$ cat config.mk
export PLATFORM = sky130hd
export DESIGN_NAME = spi_byte_read
export DESIGN_NICKNAME = d
export VERILOG_FILES = /design/src/rtl/spi_flash_pkg.sv /design/src/rtl/spi_sck_gen.sv /design/src/rtl/spi_byte_read.sv
export SDC_FILE = /design/constraint.sdc
export NUM_CORES = 1
export LEC_CHECK = 0
export ABC_AREA = 1
export BUFFER_PORTS_ARGS = -buffer_cell sky130_fd_sc_hd__buf_2
export CAP_MARGIN = 40
export CORE_ASPECT_RATIO = 0.75
export CORE_MARGIN = 1
export CORE_UTILIZATION = 61
export DETAILED_ROUTE_END_ITERATION = 6
export PLACE_DENSITY = 0.94
export SLEW_MARGIN = 10
export SYNTH_ARGS = -nofsm -noshare
export SYNTH_HDL_FRONTEND = slang
export SYNTH_SLANG_ARGS = --single-unit
$ cat constraint.sdc
create_clock -name sclk -period 2.2 [get_ports sclk]
set_input_delay 0.22 -clock sclk [delete_from_list [all_inputs] [get_ports sclk]]
set_output_delay 0.22 -clock sclk [all_outputs]
set_load 0.005 [all_outputs]
$ cat src/rtl/spi_flash_pkg.sv
// Shared definitions for the SPI flash access blocks (page-program writer,
// byte reader).
//   - flash instruction opcodes
//   - reader FSM state encoding
//   - default SPI bit period in sclk cycles
package spi_flash_pkg;

    localparam logic [7:0] WREN = 8'h06;
    localparam logic [7:0] PP   = 8'h02;
    localparam logic [7:0] READ = 8'h03;

    localparam int DEFAULT_CLK_DIV = 4;

    typedef enum logic [2:0] {
        ST_IDLE      = 3'd0,
        ST_LEAD      = 3'd1,
        ST_SHIFT_OUT = 3'd2,
        ST_SHIFT_IN  = 3'd3,
        ST_TAIL      = 3'd4,
        ST_GAP       = 3'd5
    } rd_state_t;

endpackage

$ cat src/rtl/spi_sck_gen.sv
// SPI mode-0 bit-period generator.
// A phase counter runs 0..CLK_DIV-1 while cnt_en is high and is held at 0
// otherwise. sck is registered: low for the first half of the period, high
// for the second half, and only while sck_en is high.
// Ports:
//   sclk, rst_n   system clock, async active-low reset
//   cnt_en        run the phase counter (any state that spends bit periods)
//   sck_en        allow sck to toggle (shift states only)
//   sck           SPI clock
//   shift_stb     last phase of a bit period; registers updated on it take
//                 their new value at phase 0 of the next period
//   sample_stb    last high cycle of sck; MISO is captured here
module spi_sck_gen #(
    parameter int CLK_DIV = 4
) (
    input  logic sclk,
    input  logic rst_n,
    input  logic cnt_en,
    input  logic sck_en,
    output logic sck,
    output logic shift_stb,
    output logic sample_stb
);

    localparam int PW = $clog2(CLK_DIV);
    localparam logic [PW-1:0] PH_LAST = PW'(CLK_DIV - 1);
    // sck register is loaded one cycle early so it is high from CLK_DIV/2
    localparam logic [PW-1:0] PH_RISE = PW'(CLK_DIV / 2 - 1);

    logic [PW-1:0] phase;

    always_ff @(posedge sclk or negedge rst_n) begin
        if (!rst_n) begin
            phase <= '0;
        end else if (!cnt_en || phase == PH_LAST) begin
            phase <= '0;
        end else begin
            phase <= phase + 1'b1;
        end
    end

    always_ff @(posedge sclk or negedge rst_n) begin
        if (!rst_n) begin
            sck <= 1'b0;
        end else begin
            sck <= sck_en && (phase >= PH_RISE) && (phase != PH_LAST);
        end
    end

    assign shift_stb  = cnt_en && (phase == PH_LAST);
    assign sample_stb = sck_en && (phase == PH_LAST);

endmodule

$ cat src/rtl/spi_byte_read.sv
// SPI flash byte reader (mode 0 master).
// Issues READ_INST plus a 24-bit address, then clocks in rd_len bytes and
// presents each one as a single-cycle rd_valid strobe. Never stalls: the
// consumer takes one byte per 8*CLK_DIV cycles.
// Ports:
//   sclk, rst_n        system clock, async active-low reset
//   rd_start           start request, accepted only in IDLE with rd_len != 0
//   rd_addr, rd_len    start address and byte count (1..256), latched on accept
//   sdo                flash MISO
//   cs_n, sck, sdi     flash chip select, clock, MOSI
//   rd_data, rd_valid  received byte and its strobe
//   busy, done         transaction in progress / end-of-transaction pulse
//
// state        | meaning
// IDLE         | waiting for rd_start
// LEAD         | cs_n low, one bit period of CS setup, sck held low
// SHIFT_OUT    | 32 bits out: instruction then address, MSB first
// SHIFT_IN     | 8*rd_len bits in from sdo, byte strobes
// TAIL         | one cycle, cs_n has just risen
// GAP          | cs_n high for CS_HIGH cycles, done on the last one
module spi_byte_read
    import spi_flash_pkg::*;
#(
    parameter int         CLK_DIV   = DEFAULT_CLK_DIV,
    parameter int         CS_HIGH   = 8,
    parameter logic [7:0] READ_INST = READ
) (
    input  logic        sclk,
    input  logic        rst_n,
    input  logic        rd_start,
    input  logic [23:0] rd_addr,
    input  logic [8:0]  rd_len,
    input  logic        sdo,
    output logic        cs_n,
    output logic        sck,
    output logic        sdi,
    output logic [7:0]  rd_data,
    output logic        rd_valid,
    output logic        busy,
    output logic        done
);

    localparam int GW = $clog2(CS_HIGH + 1);

    rd_state_t     state, state_nxt;
    logic          accept;
    logic          shift_stb, sample_stb;
    logic          cnt_en, sck_en;
    logic [4:0]    bit_cnt;
    logic [8:0]    byte_cnt;
    logic [GW-1:0] gap_cnt;
    // bit 7 of the instruction goes straight to sdi, so only 31 bits remain
    logic [30:0]   sr_out;
    logic [6:0]    sr_in;

    assign cnt_en = (state == ST_LEAD) || (state == ST_SHIFT_OUT) || (state == ST_SHIFT_IN);
    assign sck_en = (state == ST_SHIFT_OUT) || (state == ST_SHIFT_IN);

    spi_sck_gen #(
        .CLK_DIV (CLK_DIV)
    ) u_sck_gen (
        .sclk       (sclk),
        .rst_n      (rst_n),
        .cnt_en     (cnt_en),
        .sck_en     (sck_en),
        .sck        (sck),
        .shift_stb  (shift_stb),
        .sample_stb (sample_stb)
    );

    always_ff @(posedge sclk or negedge rst_n) begin
        if (!rst_n) begin
            state <= ST_IDLE;
        end else begin
            state <= state_nxt;
        end
    end

    always_comb begin
        state_nxt = state;
        accept    = 1'b0;
        done      = 1'b0;
        case (state)
            ST_IDLE: begin
                if (rd_start && rd_len != '0) begin
                    accept    = 1'b1;
                    state_nxt = ST_LEAD;
                end
            end
            ST_LEAD: begin
                if (shift_stb) state_nxt = ST_SHIFT_OUT;
            end
            ST_SHIFT_OUT: begin
                if (shift_stb && bit_cnt == '0) state_nxt = ST_SHIFT_IN;
            end
            ST_SHIFT_IN: begin
                if (shift_stb && bit_cnt == '0 && byte_cnt == 9'd1) state_nxt = ST_TAIL;
            end
            ST_TAIL: begin
                state_nxt = ST_GAP;
            end
            ST_GAP: begin
                if (gap_cnt == '0) begin
                    done      = 1'b1;
                    state_nxt = ST_IDLE;
                end
            end
            default: begin
                state_nxt = ST_IDLE;
            end
        endcase
    end

    always_ff @(posedge sclk or negedge rst_n) begin
        if (!rst_n) begin
            cs_n     <= 1'b1;
            busy     <= 1'b0;
            sdi      <= 1'b0;
            rd_data  <= '0;
            rd_valid <= 1'b0;
            bit_cnt  <= '0;
            byte_cnt <= '0;
            gap_cnt  <= '0;
            sr_out   <= '0;
            sr_in    <= '0;
        end else begin
            rd_valid <= 1'b0;
            cs_n     <= !((state_nxt == ST_LEAD) || (state_nxt == ST_SHIFT_OUT) ||
                          (state_nxt == ST_SHIFT_IN));
            busy     <= (state_nxt != ST_IDLE);

            if (accept) begin
                sr_out   <= {READ_INST[6:0], rd_addr};
                sdi      <= READ_INST[7];
                byte_cnt <= rd_len;
                bit_cnt  <= 5'd31;
            end

            case (state)
                ST_SHIFT_OUT: begin
                    if (shift_stb) begin
                        sr_out <= {sr_out[29:0], 1'b0};
                        if (bit_cnt == '0) begin
                            sdi     <= 1'b0;
                            bit_cnt <= 5'd7;
                        end else begin
                            sdi     <= sr_out[30];
                            bit_cnt <= bit_cnt - 5'd1;
                        end
                    end
                end
                ST_SHIFT_IN: begin
                    if (sample_stb) begin
                        sr_in <= {sr_in[5:0], sdo};
                    end
                    if (shift_stb) begin
                        if (bit_cnt == '0) begin
                            rd_data  <= {sr_in, sdo};
                            rd_valid <= 1'b1;
                            byte_cnt <= byte_cnt - 9'd1;
                            bit_cnt  <= 5'd7;
                        end else begin
                            bit_cnt  <= bit_cnt - 5'd1;
                        end
                    end
                end
                ST_TAIL: begin
                    gap_cnt <= GW'(CS_HIGH - 1);
                end
                ST_GAP: begin
                    if (gap_cnt != '0) gap_cnt <= gap_cnt - 1'b1;
                end
                default: begin
                end
            endcase
        end
    end

endmodule
==> flow_summary.ini, run 1 <==
[final_layout]
drive_gt1_frac = 0.187
fin_util = 0.727
nNetsFinal = 579
antenna_cells = 0
final_cells = 618
syn_to_final_growth_pct = 13.5

[floorplan]
start_util = 0.641
die_h_um = 70.3
dieArea_sq_um = 6540
io_pins = 51
coreArea_sq_um = 5920
rows = 24
die_w_um = 93.0

[timing]
finalMaxSlewViolations = 0
fin_setup_tns_ns = 0
setup_viol = 0
period_minus_slack_ns = 2.02
skew_ns = 0.00730
hold_violations = 0
rsz0062_at_grt = no
max-slew-margin-rel = 0.657
max_freq_mhz = 494
timing.final.crit_share = 0.920
worst_pin_slew_ns = 0.514
fin_ws_ns = 0.176

[critical_path]
end_kind = flop
crit_arrival_ns = 2.25
critPathRequiredTime_ns = 2.43
critPathKind = reg -> reg
worstRegToRegCells = 6
start_kind = flop
cp_max_fo = 31

[power]
power_density_nw_per_um2 = 577
power.total_mw = 2.48
vdd_drop_max_v = 0.000328
p_leak_nw = 2.32

[yosys]
ys_warn_count = 0
syn_inst = 483
ys_ff_latch = 74
syn_area_per_cell_sq_um = 7.85
synth_nets = 527
syn_area_sq_um = 3790
yosys.area.top_type = dfrtp_1
ys_top_cells_by_area = dfrtp_1 48%, nand2_1 14%, inv_1 6.4%
synth_cell_type_count = 33
yosysTopAreaCellShare = 0.482
ys_seq_area_frac = 0.489

[clocking]
cts-root-buf = clkbuf_8
clock-sinks = 74
cts_htree_levels = 3
cts_hold_buf = 1
cts_buffers = 9
cts_tree = done
cts_resized = 0
clkTransAtPathRegs_ns = 0.07
post_cts_buffers = 0
cts_buffer_depth = 2
clkLatencyLatePin_ns = 0.36

[route]
drt-initial-drc-count = 234
wl_um = 8360
remaining_drc_errors = 0
vias_per_cell = 5.37
vias = 3317
ant_nets = 0
first_pass_iters = 5
drt-wirelength-per-cell_um = 13.5

[place]
port_buffers = 50
place_worst_setup_slack_ns = 0.370
post-place-cells = 601
hpwlAfterDp_um = 5700
gp_congestion = 0.829

[run_status]
outcome = complete, no violations

[global_routing]
grt_pass1_vias = 3102
grt_max_degree = 75
track_usage = 0.283
antenna_found_initial = 0
grt-ovfl-total = 0
grt_pass1_wl_um = 14200

[run]
cap_violations = 0

[hold_path]
holdPathStages = 3
hold_path.class = in -> reg
==> synthesized netlist by cell type <==
cell and n:
nand2_1 137, dfrtp_1 73, inv_1 65, nor2_1 55
o21ai_0 31, o21ai_1 20, nand3_1 19, a21oi_1 14
buf_2 9, ha_1 7, inv_2 7, buf_6 4
nand2_2 4, nand3_2 4, nor2_4 4, nor3_1 4
nor2_2 3, a22oi_2 2, buf_4 2, nor4_1 2
o21ai_2 2, o22ai_1 2, o31ai_1 2, xor2_1 2
a21oi_2 1, a22oi_1 1, dfstp_2 1, nand2_4 1
nand3_4 1, nand4_1 1, o211ai_1 1, o21ai_4 1
xnor2_1 1
==> registers in the layout, summed over array words and instances, names as in the netlist, 2 cells and up <==
signal / count
gap_cnt: 4
bit_cnt: 5
u_sck_gen.phase: 2
sr_out: 31
sr_in: 7
state: 3
rd_data: 8
byte_cnt: 9
==> power breakdown <==
| group | internal [mW] | switching (mW) |
|---|---|---|
| logic | 0.0289 | 0.0423 |
| registers | 1.36 | 0 |
| clock network | 0.551 | 0.501 |
==> critical path, cell delays in order (launching register included) <==
cell and delay, ns:
dfrtp_1 0.40, ha_1 0.29, inv_1 0.23, nor2_4 0.08
inv_2 0.39, nand2_1 0.16, o21ai_0 0.34
==> logic make-up (layout without fill, tap and decap cells) <==
family | after synthesis | in the layout | share of synthesized area
flip-flops | 74 | 74 | 0.489
adder cells (fa/ha/maj) | 7 | 7 | 0.0231
AO/OA/AOI/OAI | 77 | 77 | 0.115
XOR/XNOR | 3 | 3 | 0.00693
buffers and inverters | 87 | 144 | 0.0990
AND/OR/NAND/NOR | 235 | 235 | 0.267
==> metrics by stage <==
step	area [sq um]	hold slack (ns)
finish	4300	0.0901
floorplan	3790	-0.0756
global placement	4100	0.280
CTS	4300	0.0876
global route	4300	0.104
detailed placement	4100	0.281
==> path summary, 6_finish.rpt <==
check / end / start / slack, ns
worst max-delay path: sr_out[28] / u_sck_gen.phase[0] / 0.18
worst min-delay path: rd_data[0] / sdo / 0.09
worst max register to register: sr_out[28] / u_sck_gen.phase[0] / 0.18
worst min register to register: rd_data[0] / rd_data[0] / 0.48
max in group asynchronous: cs_n / rst_n / 1.42
min in group asynchronous: gap_cnt[0] / rst_n / 0.43
==> layout make-up <==
type                       count  area [sq um]
multi-input combinational    322          1560
timing repair buffer          56           323
fill                         401          1620
sequential                    74          1850
clock buffer                  11           141
inverter                      72           270
tap                           78          97.6
clock inverter                 5          53.8
==> per-layer routing <==
metal | vias up | global-route usage | part of all wire
met3 | 28 | 0.0730 | 0.056
met2 | 144 | 0.438 | 0.47
met4 | 0 | 0.126 | 0.032
met1 | 1531 | 0.378 | 0.44
li1 | 1614 | - | -
met5 | - | 0 | 0
==> cells in the final DEF, fill, tap and decap left out, drive strengths merged, types with 4 or more instances in the layout <==
cell      n
nor2     62
a21oi    15
nand3    24
o21ai    54
nor3      4
clkbuf   11
dfrtp    73
clkinv    4
nand2   142
ha        7
buf      55
inv      72
Note: power is estimated with default switching activity, not from simulation.
==> run 2, diff against run 1 <==
==> constraint.sdc (replaced) <==
create_clock -name sclk -period 2.5 [get_ports sclk]
set_input_delay 0.25 -clock sclk [delete_from_list [all_inputs] [get_ports sclk]]
set_output_delay 0.25 -clock sclk [all_outputs]
set_load 0.005 [all_outputs]
==> run 2 against run 1 <==
Sequential power down 12%. Clock skew about the same. Core utilization down 0.38 points. Critical path type unchanged. Maximum frequency up 2.7%. First-iteration DRC count up 33%. Global-route usage down 0.41 points. The run now ends with hold timing left. Critical endpoint is now byte_cnt[7]. Cell count down 0.16%. Final area down 0.52%. Worst setup slack better by 0.35 ns. Via count down 0.48%.
==> flow_summary.ini, run 2 (synthesized netlist as in run 1, its figures left out) <==
[route]
drt-wirelength-per-cell_um = 13.4
vias = 3301
remaining_drc_errors = 0
wl_um = 8260
vias_per_cell = 5.35
first_pass_iters = 5
ant_nets = 0
drt-initial-drc-count = 311

[critical_path]
r2r-end = byte_cnt[7]
end_kind = flop
critPathTopFamily = simple AND/OR/NAND/NOR gates
start_kind = flop
critPathRequiredTime_ns = 2.73
reg2reg_slack_ns = 0.53
critPathKind = reg -> reg
crit_arrival_ns = 2.20
worstReg2RegStart = u_sck_gen.phase[0]
worst-path-buf-inv = 2
cp_common_cell = a21oi_1
path_depth = 8
max_stage_delay_ns = 0.38
cp_max_fo = 16
worstRegToRegCells = 8
crit_chain = ha_1 > inv_1 > nor2_4 > nand2_4 > inv_2 > nand2_1 > a21oi_1 > a21oi_1
cp_slowest_cell = dfrtp_1

[place]
gp_congestion = 0.862
port_buffers = 50
dpl_cell_area_sq_um = 4080
hpwlAfterDp_um = 5740

[floorplan]
dieArea_sq_um = 6540
die_w_um = 93.0
coreArea_sq_um = 5920
start_util = 0.641
rows = 24
io_pins = 51
die_h_um = 70.3

[timing]
period_minus_slack_ns = 1.97
max_freq_mhz = 507
skew_ns = 0.00725
holdWs_ns = -0.00502
max-slew-margin-rel = 0.462
setup_viol = 0
finalMaxSlewViolations = 0
timing.final.crit_share = 0.789
rsz0062_at_grt = no
hold_violations = 8
worst_pin_slew_ns = 0.807
fin_setup_tns_ns = 0

[final_layout]
drive_gt1_frac = 0.187
antenna_cells = 0
syn_to_final_growth_pct = 12.9
mostFrequentLayoutCells = 137 x nand2_1, 73 x dfrtp_1, 65 x inv_1
fin_area_sq_um = 4280
reg.largest.list = sr_out x31, byte_cnt x9, rd_data x8
largest_register_ffs = 31
nNetsFinal = 578
fin_util = 0.723
regMostFlops = sr_out
final_common_cell = nand2_1
fill_cells = 431

[global_routing]
grt_pass1_vias = 3241
antenna_found_initial = 0
met3_usage = 0.0969
grt-ovfl-total = 0
grt_pass1_wl_um = 14000
grt_max_degree = 40
met2_usage = 0.434
track_usage = 0.279
globalRoute.busiestLayer = met2
use_met1 = 0.350

[power]
p_leak_nw = 2.30
vdd_drop_max_v = 0.000780
power_density_nw_per_um2 = 510

[clocking]
cts_htree_levels = 3
clkLatencyLatePin_ns = 0.34
cts_buffers = 9
cts_buffer_depth = 2
clkTransAtPathRegs_ns = 0.07
cts_tree = done
cts-root-buf = clkbuf_8
cts_hold_buf = 0
cts_resized = 0
clock-sinks = 74
post_cts_buffers = 0

[hold_path]
hold_path.class = in -> async

[run_status]
violations = hold timing
outcome = finished, violations left

[run]
cap_violations = 0
-- run 2: final cells by class --
type                       instances  area (sq um)  area share
timing repair buffer              55           300      0.0702
clock inverter                     5          53.8      0.0126
clock buffer                      11           141      0.0331
sequential                        74          1850       0.433
tap                               78          97.6      0.0228
multi-input combinational        322          1560       0.365
inverter                          72           270      0.0632
-- run 2: metrics by stage --
stage | cells | setup WS (ns) | total power [mW]
global placement | 601 | 0.661 | 1.28
finish | 617 | 0.528 | 2.18
floorplan | 483 | 0.996 | 1.22
detailed placement | 601 | 0.596 | 1.28
CTS | 617 | 0.541 | 2.19
global route | 617 | 0.354 | 2.26
-- run 2: routing by layer --
layer,vias to the layer above,share of wire
met1,1549,0.43
met2,125,0.48
met5,-,0
li1,1606,-
met3,21,0.070
met4,0,0.020
-- run 2: worst register-to-register path, stage by stage (launching register included) --
cell	delay [ns]
dfrtp_1	0.38
ha_1	0.34
inv_1	0.21
nor2_4	0.33
nand2_4	0.18
inv_2	0.15
nand2_1	0.07
a21oi_1	0.14
a21oi_1	0.06
-- run 2: worst max path at each step --
stage                             from          end  slack, ns
CTS                 u_sck_gen.phase[0]  byte_cnt[7]       0.54
global route        u_sck_gen.phase[0]  byte_cnt[7]       0.35
finish              u_sck_gen.phase[0]  byte_cnt[7]       0.53
floorplan                   bit_cnt[0]  byte_cnt[3]        1.0
global placement    u_sck_gen.phase[0]  byte_cnt[7]       0.66
detailed placement  u_sck_gen.phase[0]  byte_cnt[7]       0.60
-- run 2: power breakdown --
| part | internal [mW] | total (mW) | switching, mW | leakage (nW) |
|---|---|---|---|---|
| clock network | 0.485 | 0.925 | 0.440 | 0.103 |
| registers | 1.20 | 1.20 | 0 | 0.870 |
| logic | 0.0243 | 0.0620 | 0.0377 | 1.33 |
| total | 1.71 | 2.18 | 0.477 | 2.30 |
